File: config.mk
export PLATFORM = sky130hd
export DESIGN_NAME = regfile_sb
export DESIGN_NICKNAME = d
export VERILOG_FILES = /design/src/rtl/cpe_pkg.sv /design/src/rtl/regfile_scoreboard.sv /design/src/rtl/regfile_sb.sv
export SDC_FILE = /design/constraint.sdc
export NUM_CORES = 2
export LEC_CHECK = 0
export CELL_PAD_IN_SITES_DETAIL_PLACEMENT = 2
export CELL_PAD_IN_SITES_GLOBAL_PLACEMENT = 2
export CORE_AREA = 2 2 374 376
export CTS_BUF_LIST = sky130_fd_sc_hd__clkbuf_8
export DETAILED_ROUTE_END_ITERATION = 6
export DIE_AREA = 0 0 376 378
export GPL_TIMING_DRIVEN = 0
export MAX_ROUTING_LAYER = met4
export PLACE_DENSITY_LB_ADDON = 0.3
export SYNTH_ARGS = -nofsm -noshare
export SYNTH_HDL_FRONTEND = slang
export SYNTH_SLANG_ARGS = --single-unit
File: constraint.sdc
create_clock -name clk_w_i -period 105.7 [get_ports clk_w_i]
set_input_delay 21.14 -clock clk_w_i [delete_from_list [all_inputs] [get_ports clk_w_i]]
set_output_delay 21.14 -clock clk_w_i [all_outputs]
set_load 0.005 [all_outputs]
File: src/rtl/cpe_pkg.sv
// Shared CPU-core definitions: default widths, register index/word types, x0 index.
// Latency: n/a (types and constants only).
// Backpressure: n/a.
package cpe_pkg;

    localparam int DATA_W_DEF = 32;
    localparam int ADDR_W_DEF = 5;

    typedef logic [ADDR_W_DEF-1:0] reg_idx_t;
    typedef logic [DATA_W_DEF-1:0] word_t;

    localparam reg_idx_t ZERO_IDX = '0;

endpackage

File: src/rtl/regfile_scoreboard.sv
// Per-register busy scoreboard: busy bits, lock acceptance and running busy count.
// Latency: lock_ok and read busy flags are combinational; busy bits and count update on the edge.
// Backpressure: a lock on an already-busy register is refused via lock_ok_w_o; decode must retry.
//
// Ports: clk_w_i/res_w_i_h clock and async active-high reset; rd_reg_x_w_i read indices with
// raw busy flags rd_busy_x_w_o; lock_reg_w_i/lock_flag_w_i lock request, lock_ok_w_o accept;
// ld_reg_w_i/ld_wr_flag_w_i load writeback clearing busy; busy_cnt_w_o number of busy registers.
module regfile_scoreboard
    import cpe_pkg::*;
#(
    parameter int ADDR_W   = ADDR_W_DEF,
    parameter int NUM_REGS = 2**ADDR_W,
    parameter int ZERO_REG = 1
) (
    input  logic              clk_w_i,
    input  logic              res_w_i_h,
    input  logic [ADDR_W-1:0] rd_reg_1_w_i,
    input  logic [ADDR_W-1:0] rd_reg_2_w_i,
    output logic              rd_busy_1_w_o,
    output logic              rd_busy_2_w_o,
    input  logic [ADDR_W-1:0] lock_reg_w_i,
    input  logic              lock_flag_w_i,
    output logic              lock_ok_w_o,
    input  logic [ADDR_W-1:0] ld_reg_w_i,
    input  logic              ld_wr_flag_w_i,
    output logic [ADDR_W:0]   busy_cnt_w_o
);

    localparam int              DEPTH      = 2**ADDR_W;
    localparam logic [ADDR_W:0] NUM_REGS_L = (ADDR_W+1)'(NUM_REGS);

    function automatic logic in_range(input logic [ADDR_W-1:0] idx);
        return {1'b0, idx} < NUM_REGS_L;
    endfunction

    // Register that may hold state: in range and not the hardwired zero register.
    function automatic logic writable(input logic [ADDR_W-1:0] idx);
        return in_range(idx) && !((ZERO_REG != 0) && (idx == ADDR_W'(ZERO_IDX)));
    endfunction

    // Sized to the full index space so any index selects safely; out-of-range bits stay 0.
    logic [DEPTH-1:0] busy_q;
    logic [ADDR_W:0]  cnt_q;
    logic             clr;
    logic             inc;
    logic             dec;

    assign lock_ok_w_o = lock_flag_w_i && writable(lock_reg_w_i) && !busy_q[lock_reg_w_i];
    assign clr         = ld_wr_flag_w_i && writable(ld_reg_w_i);

    // An accepted lock on the index being cleared this cycle nets to a cleared bit,
    // so it must not count; the count always tracks the bit vector exactly.
    assign inc = lock_ok_w_o && !(clr && (ld_reg_w_i == lock_reg_w_i));
    assign dec = clr && busy_q[ld_reg_w_i];

    always_ff @(posedge clk_w_i or posedge res_w_i_h) begin
        if (res_w_i_h) begin
            busy_q <= '0;
            cnt_q  <= '0;
        end else begin
            if (lock_ok_w_o) begin
                busy_q[lock_reg_w_i] <= 1'b1;
            end
            if (clr) begin
                busy_q[ld_reg_w_i] <= 1'b0;
            end
            cnt_q <= cnt_q + (ADDR_W+1)'(inc) - (ADDR_W+1)'(dec);
        end
    end

    assign rd_busy_1_w_o = in_range(rd_reg_1_w_i) && busy_q[rd_reg_1_w_i];
    assign rd_busy_2_w_o = in_range(rd_reg_2_w_i) && busy_q[rd_reg_2_w_i];
    assign busy_cnt_w_o  = cnt_q;

endmodule

File: src/rtl/regfile_sb.sv
// Register file with ALU (A) and load (B) write ports plus per-register load scoreboard.
// Latency: reads combinational from state (write visible next cycle; same cycle with REGFILE_BYPASS_EN).
// Backpressure: none on writes; locks refused (lock_ok_w_o=0) while the target is busy.
//
// Ports: clk_w_i/res_w_i_h clock and async active-high reset; rd_reg_x_w_i -> rd_data_x_w_o,
// rd_busy_x_w_o read ports; wr_reg/wr_data/reg_wr_flag port A; ld_reg/ld_data/ld_wr_flag port B
// (also clears busy); lock_reg/lock_flag -> lock_ok; busy_cnt_w_o busy register count.
// Build option: define REGFILE_BYPASS_EN to forward same-cycle writes/clears to the read ports.
module regfile_sb
    import cpe_pkg::*;
#(
    parameter int DATA_W   = DATA_W_DEF,
    parameter int ADDR_W   = ADDR_W_DEF,
    parameter int NUM_REGS = 2**ADDR_W,
    parameter int ZERO_REG = 1
) (
    input  logic              clk_w_i,
    input  logic              res_w_i_h,
    input  logic [ADDR_W-1:0] rd_reg_1_w_i,
    input  logic [ADDR_W-1:0] rd_reg_2_w_i,
    output logic [DATA_W-1:0] rd_data_1_w_o,
    output logic [DATA_W-1:0] rd_data_2_w_o,
    output logic              rd_busy_1_w_o,
    output logic              rd_busy_2_w_o,
    input  logic [ADDR_W-1:0] wr_reg_w_i,
    input  logic [DATA_W-1:0] wr_data_w_i,
    input  logic              reg_wr_flag_w_i,
    input  logic [ADDR_W-1:0] ld_reg_w_i,
    input  logic [DATA_W-1:0] ld_data_w_i,
    input  logic              ld_wr_flag_w_i,
    input  logic [ADDR_W-1:0] lock_reg_w_i,
    input  logic              lock_flag_w_i,
    output logic              lock_ok_w_o,
    output logic [ADDR_W:0]   busy_cnt_w_o
);

    localparam int              DEPTH      = 2**ADDR_W;
    localparam logic [ADDR_W:0] NUM_REGS_L = (ADDR_W+1)'(NUM_REGS);

    function automatic logic in_range(input logic [ADDR_W-1:0] idx);
        return {1'b0, idx} < NUM_REGS_L;
    endfunction

    function automatic logic writable(input logic [ADDR_W-1:0] idx);
        return in_range(idx) && !((ZERO_REG != 0) && (idx == ADDR_W'(ZERO_IDX)));
    endfunction

    logic [DATA_W-1:0] mem_q [DEPTH];
    logic              wr_a_ok;
    logic              wr_b_ok;
    logic              busy_1_raw;
    logic              busy_2_raw;

    assign wr_a_ok = reg_wr_flag_w_i && writable(wr_reg_w_i);
    assign wr_b_ok = ld_wr_flag_w_i && writable(ld_reg_w_i);

    // Port B is applied last so it wins a same-index collision with port A.
    always_ff @(posedge clk_w_i or posedge res_w_i_h) begin
        if (res_w_i_h) begin
            for (int i = 0; i < DEPTH; i++) begin
                mem_q[i] <= '0;
            end
        end else begin
            if (wr_a_ok) begin
                mem_q[wr_reg_w_i] <= wr_data_w_i;
            end
            if (wr_b_ok) begin
                mem_q[ld_reg_w_i] <= ld_data_w_i;
            end
        end
    end

    regfile_scoreboard #(
        .ADDR_W   (ADDR_W),
        .NUM_REGS (NUM_REGS),
        .ZERO_REG (ZERO_REG)
    ) u_scoreboard (
        .clk_w_i        (clk_w_i),
        .res_w_i_h      (res_w_i_h),
        .rd_reg_1_w_i   (rd_reg_1_w_i),
        .rd_reg_2_w_i   (rd_reg_2_w_i),
        .rd_busy_1_w_o  (busy_1_raw),
        .rd_busy_2_w_o  (busy_2_raw),
        .lock_reg_w_i   (lock_reg_w_i),
        .lock_flag_w_i  (lock_flag_w_i),
        .lock_ok_w_o    (lock_ok_w_o),
        .ld_reg_w_i     (ld_reg_w_i),
        .ld_wr_flag_w_i (ld_wr_flag_w_i),
        .busy_cnt_w_o   (busy_cnt_w_o)
    );

    // Register 0 is never written when hardwired, so mem_q[0] already reads zero there.
    always_comb begin
        rd_data_1_w_o = in_range(rd_reg_1_w_i) ? mem_q[rd_reg_1_w_i] : '0;
        rd_data_2_w_o = in_range(rd_reg_2_w_i) ? mem_q[rd_reg_2_w_i] : '0;
        rd_busy_1_w_o = busy_1_raw;
        rd_busy_2_w_o = busy_2_raw;
`ifdef REGFILE_BYPASS_EN
        // wr_x_ok already excludes register 0 and invalid indices, so those never forward.
        if (wr_b_ok && (ld_reg_w_i == rd_reg_1_w_i)) begin
            rd_data_1_w_o = ld_data_w_i;
            rd_busy_1_w_o = 1'b0;
        end else if (wr_a_ok && (wr_reg_w_i == rd_reg_1_w_i)) begin
            rd_data_1_w_o = wr_data_w_i;
        end
        if (wr_b_ok && (ld_reg_w_i == rd_reg_2_w_i)) begin
            rd_data_2_w_o = ld_data_w_i;
            rd_busy_2_w_o = 1'b0;
        end else if (wr_a_ok && (wr_reg_w_i == rd_reg_2_w_i)) begin
            rd_data_2_w_o = wr_data_w_i;
        end
`endif
    end

endmodule

# Word level (Yosys, flattened, before mapping)
# Index checks and enable logic that the tools add are counted.
[totals]
regBits = 1062
output_inout_bits = 73
[classes]
n_addsub = 2
magnitude_cmp = 12
eq_ne = 1
n_mux = 28
bitwise = 7
reduce_logical = 19
[ops]
columns = ["operator", "n"]
rows = [
  ["$bwmux 1024", 2],
  ["$mux 1024", 2],
  ["$bmux 32 s5", 2],
  ["$demux 32 s5", 2],
  ["$mux 32", 8],
  ["$and 32x32->32", 1],
  ["$not 32->32", 1],
  ["$or 32x32->32", 1],
  ["$ge 6x6->1 const B", 4],
  ["$lt 5x6->1 const B", 4],
  ["$not 5->6", 4],
  ["$bmux 1 s5", 4],
  ["$logic_not 5->1", 3],
  ["$lt 6x1->1 const B", 2],
  ["$logic_and 1x1->1", 11],
  ["$demux 1 s5", 2],
  ["$ge 5x1->1 const B", 2],
  ["$add 6x1->6", 1],
  ["$mux 1", 6],
  ["$sub 6x1->6", 1],
  ["$eq 5x5->1", 1],
  ["$logic_not 1->1", 5],
]

# Logic depth before layout (Yosys ltp)
[depth]
depth_word = 9
mapped_depth = 15
depth_no_buf = 13

# Hierarchy
# Synthesis repeated with hierarchy kept, for this count alone.
[hier_totals]
hier_cells = 7240
hier_area_um2 = 67477.2
[by_module_without_submodules]
columns = ["mod", "instances", "cells_per_inst", "area_per_inst_um2", "seq_area_each_um2"]
rows = [
  ["regfile_sb", 1, 6950, 64409.3, 25624.6],
  ["regfile_scoreboard", 1, 290, 3067.9, 950.9],
]

# Worst setup path before layout
# Ideal clock, no wire load.
[synth_timing]
path_kind = "input port to output port"
start = "in rd_reg_1_w_i[0]"
end = "out rd_data_1_w_o[30]"
arrival_ns = 22.696
path_slack_ns = 61.864
path_stages = 8
path_buffers = 4
path_cell_list = "buf_2 buf_6 buf_6 buf_2 mux4_2 mux2i_1 a22oi_1 o21a_1"
[synth_via]
elab_chain_len = 4
[synth_rtl]
columns = ["element", "line_no", "text"]
rows = [
  ["from (decl)", "regfile_sb.sv:19", "input logic [ADDR_W-1:0] rd_reg_1_w_i,"],
  ["$not 5->6 (not written as such)", "regfile_sb.sv:94", "rd_data_1_w_o = in_range(rd_reg_1_w_i) ? mem_q[rd_reg_1_w_i] : '0;"],
  ["$bmux 32 s5", "regfile_sb.sv:94", ""],
  ["$mux 32 (not written as such) (2 in a row)", "regfile_sb.sv:94", ""],
  ["to (decl)", "regfile_sb.sv:21", "output logic [DATA_W-1:0] rd_data_1_w_o,"],
]
# Every way passes these cells. The select of a mux whose other input is x is not followed.

# Worst setup path after layout
[layout_timing]
start = "in rd_reg_2_w_i[1]"
end = "out rd_data_2_w_o[0]"
[layout_via]
elab_chain_len = 4
[layout_rtl]
columns = ["element", "line_no", "text"]
rows = [
  ["from (decl)", "regfile_sb.sv:20", "input logic [ADDR_W-1:0] rd_reg_2_w_i,"],
  ["$not 5->6 (not written as such)", "regfile_sb.sv:95", "rd_data_2_w_o = in_range(rd_reg_2_w_i) ? mem_q[rd_reg_2_w_i] : '0;"],
  ["$bmux 32 s5", "regfile_sb.sv:95", ""],
  ["$mux 32 (not written as such) (2 in a row)", "regfile_sb.sv:95", ""],
  ["to (decl)", "regfile_sb.sv:22", "output logic [DATA_W-1:0] rd_data_2_w_o,"],
]
# Every way passes these cells. The select of a mux whose other input is x is not followed.

==> results.toml <==
[run_status]
outcome = "finished with violations"
violations = "DRC, capacitance limit, slew limit"

[place]
placed_area_mm2 = 0.06997
dp_hpwl_mm = 269.6
port_buffers = 152
gp_congestion = 1.056
post-place-cells = 7895
pre_cts_ws_ns = 58.51

[finish]
area_growth_pct = 12.54
nFillCells = 13724
fin_util_pct = 53.49
finalInstanceArea_mm2 = 0.07408
drive_gt1_share_pct = 17.29
multi_input_area_mm2 = 0.03596
seq_area_mm2 = 0.02658
layout.nets = 6392
finalNonFillerCells = 8308

[critical_path]
crit_type = "input pin to output port"
crit_slowest_cell = "buf_1"
critPathMaxStageDelay_ns = 1.31
timing.rr.start = "u_scoreboard.busy_q[1]"
critPathLaunchType = "input pin"
path_cells = "clkdlybuf4s50_1, buf_4, buf_2, buf_1, mux4_2, mux2i_1, a221oi_1, clkdlybuf4s50_1"
critPathCaptureType = "output port"
cp_data_required_time_ns = 84.56
crit_path_frequent_cell = "clkdlybuf4s50_1"
cp_max_fo = 12
arrival_ns = 26.74
rr_worst_depth = 12
cp-startpoint = "rd_reg_2_w_i[1]"

[route]
dr.pass1.iters = 7
num_vias = 66306
routed_via_density = 7.981
route.detailed.drc = 2
wl_per_cell_um = 48.98
drt_iter0_drc = 10975
postRouteAntennaNets = 0
wl_mm = 406.9

[power_and_ir_drop]
finalPower_mw = 1.491
peakVddDrop_v = 0.00001136
power_density_mw_per_mm2 = 20.13
power_leakage_nw = 32.17

[timing]
finalSetupViolCount = 0
setup_ws_ns = 57.82
rsz0062_at_grt = "false"
skew_ns = 0.03795
slew_viol_final = 298
tns_ns = 0
hold_violations = 0
fin_crit_sh_pct = 45.30
tightest_slew_ns = 1.793
max_freq_mhz = 20.89
fin_hold_ws_ns = 0.4875
slew_headroom_pct = -19.53
period_needed_ns = 47.88

[clocking]
cts-hold-fix-buffers = 0
cts_setup_buffers = 0
cts_tree = "yes"
cts-root-buf = "clkbuf_8"
clock_path_buffers = 3
htree_levels = 4
cts_resized = 0
clkTransAtPathRegs_ns = 0.06
clock_latency_ns = 1.02
numClockSinks = 1062
cts_buffers = 200

[die]
core-area_mm2 = 0.1385
die_area_mm2 = 0.1421
die_x_um = 376
rows = 137
io_pins = 167
die-height_um = 378
initial_core_util_pct = 47.53

[global_routing]
grt_pass1_wl_mm = 557.0
gr-total-overflow = 0
grt_max_degree = 124
antenna_found_initial = 32
first_global_vias = 69872
grt_usage_pct = 58.46

[hold_path]
min_path_type = "flip-flop to flip-flop"
min_path_cells = 1
hold_path_startpoint = "mem_q[998]"

[logic_synthesis]
synth_top_area_share_pct = 40.37
synth_area_leaders = "dfrtp_1 (40%), mux4_2 (21%), mux2i_1 (16%)"
synth_cells = 5922
synth_compound_area_share_pct = 10.16
synth_edf_count = 0
synth_top_family_by_area = "multiplexers"
ys_seq_area_share_pct = 40.37
avgSynthCellArea_um2 = 11.12
syn_nets = 6023
synth_commonest_cells = "dfrtp_1 (1062), mux2i_1 (1058), nor2_1 (684)"
synth_most_common_cell = "dfrtp_1"
synth-simple-area-share_pct = 7.432
synthMuxAreaShare_pct = 36.75
synth_cell_types = 59
synthArstFlopShare_pct = 100.0
synthAdderAreaFrac_pct = 0.1445
yosys.area.top_type = "dfrtp_1"
ys_warn_count = 0
synth-xor-area-share_pct = 0.1331
yosys_most_used_dff = "dfrtp_1"
synth_seq_cells = 1062
syn_area_mm2 = 0.06582

[run]
maxCapViolations = 28
==> sequential cells by signal (all words and copies together) (netlist names) <==
register                   flops
mem_q                       1024
u_scoreboard.busy_cnt_w_o      6
u_scoreboard.busy_q           32
==> area by class of cell <==
cell class	instances	share of cell area, %
Timing Repair Buffer	167	2.550
Multi-Input combinational cell	4107	48.54
Buffer	741	4.420
Clock inverter	95	0.5624
Sequential cell	1062	35.87
Inverter	12	0.07094
Tap cell	1807	3.052
Antenna cell	63	0.2128
Clock buffer	254	4.719
==> path summary, 6_finish.rpt <==
check	endpoint	slack [ns]
min in group asynchronous	u_scoreboard.busy_q[15]	20.66
worst max-delay path	rd_data_2_w_o[0]	57.82
max in group asynchronous	mem_q[602]	82.74
worst max register to register	u_scoreboard.busy_cnt_w_o[4]	102.46
worst min-delay path	mem_q[998]	0.49
worst min register to register	mem_q[998]	0.49
==> cell families (layout without fill, tap and decap cells) <==
family,count (synthesis),in the layout
AOI/OAI and AO/OA,1208,1208
xor gates and xnor gates,10,10
adders and majority gates,7,7
buffers and inverters,753,1269
DFF,1062,1062
muxes,1662,1662
other,0,63
and+or+nand+nor,1220,1220
==> report_power, final <==
group,switching [mW],total [mW],internal [mW]
Clock,0.212,0.425,0.213
Combinational,0.226,0.437,0.210
Sequential,0.115,0.629,0.514
Total,0.553,1.49,0.938
==> layer usage <==
metal	GRT usage, %	part of all wire [%]
met1	65.01	33
met2	77.80	41
met3	27.25	15
met4	52.16	11
met5	-	0
==> cells in the final DEF (no fill, tap or decap), types with 7 or more instances in the layout <==
master,Yosys,layout
nor2b_1,14,14
xnor2_1,7,7
clkinv_2,0,16
clkbuf_8,0,254
nor2_2,8,8
clkbuf_2,0,19
nand2_1,451,451
mux4_2,604,604
a41oi_1,9,9
buf_1,68,60
nor2_1,684,684
a31oi_1,12,12
mux2i_1,1058,1058
diode_2,0,63
inv_1,12,81
a21oi_1,608,608
a32oi_1,75,75
buf_4,78,78
a221oi_1,64,64
dfrtp_1,1062,1062
buf_6,9,9
clkbuf_1,502,488
nand3_1,12,12
buf_16,0,11
clkdlybuf4s50_1,0,152
buf_2,84,87
o21ai_0,417,417
==> worst max-delay path: cells and delay by family <==
family	cells	cell delay (ns)
compound gates	1	1.26
buf+inv	5	3.69
mux	2	0.59
No activity file was read; power rests on OpenSTA's default activity.
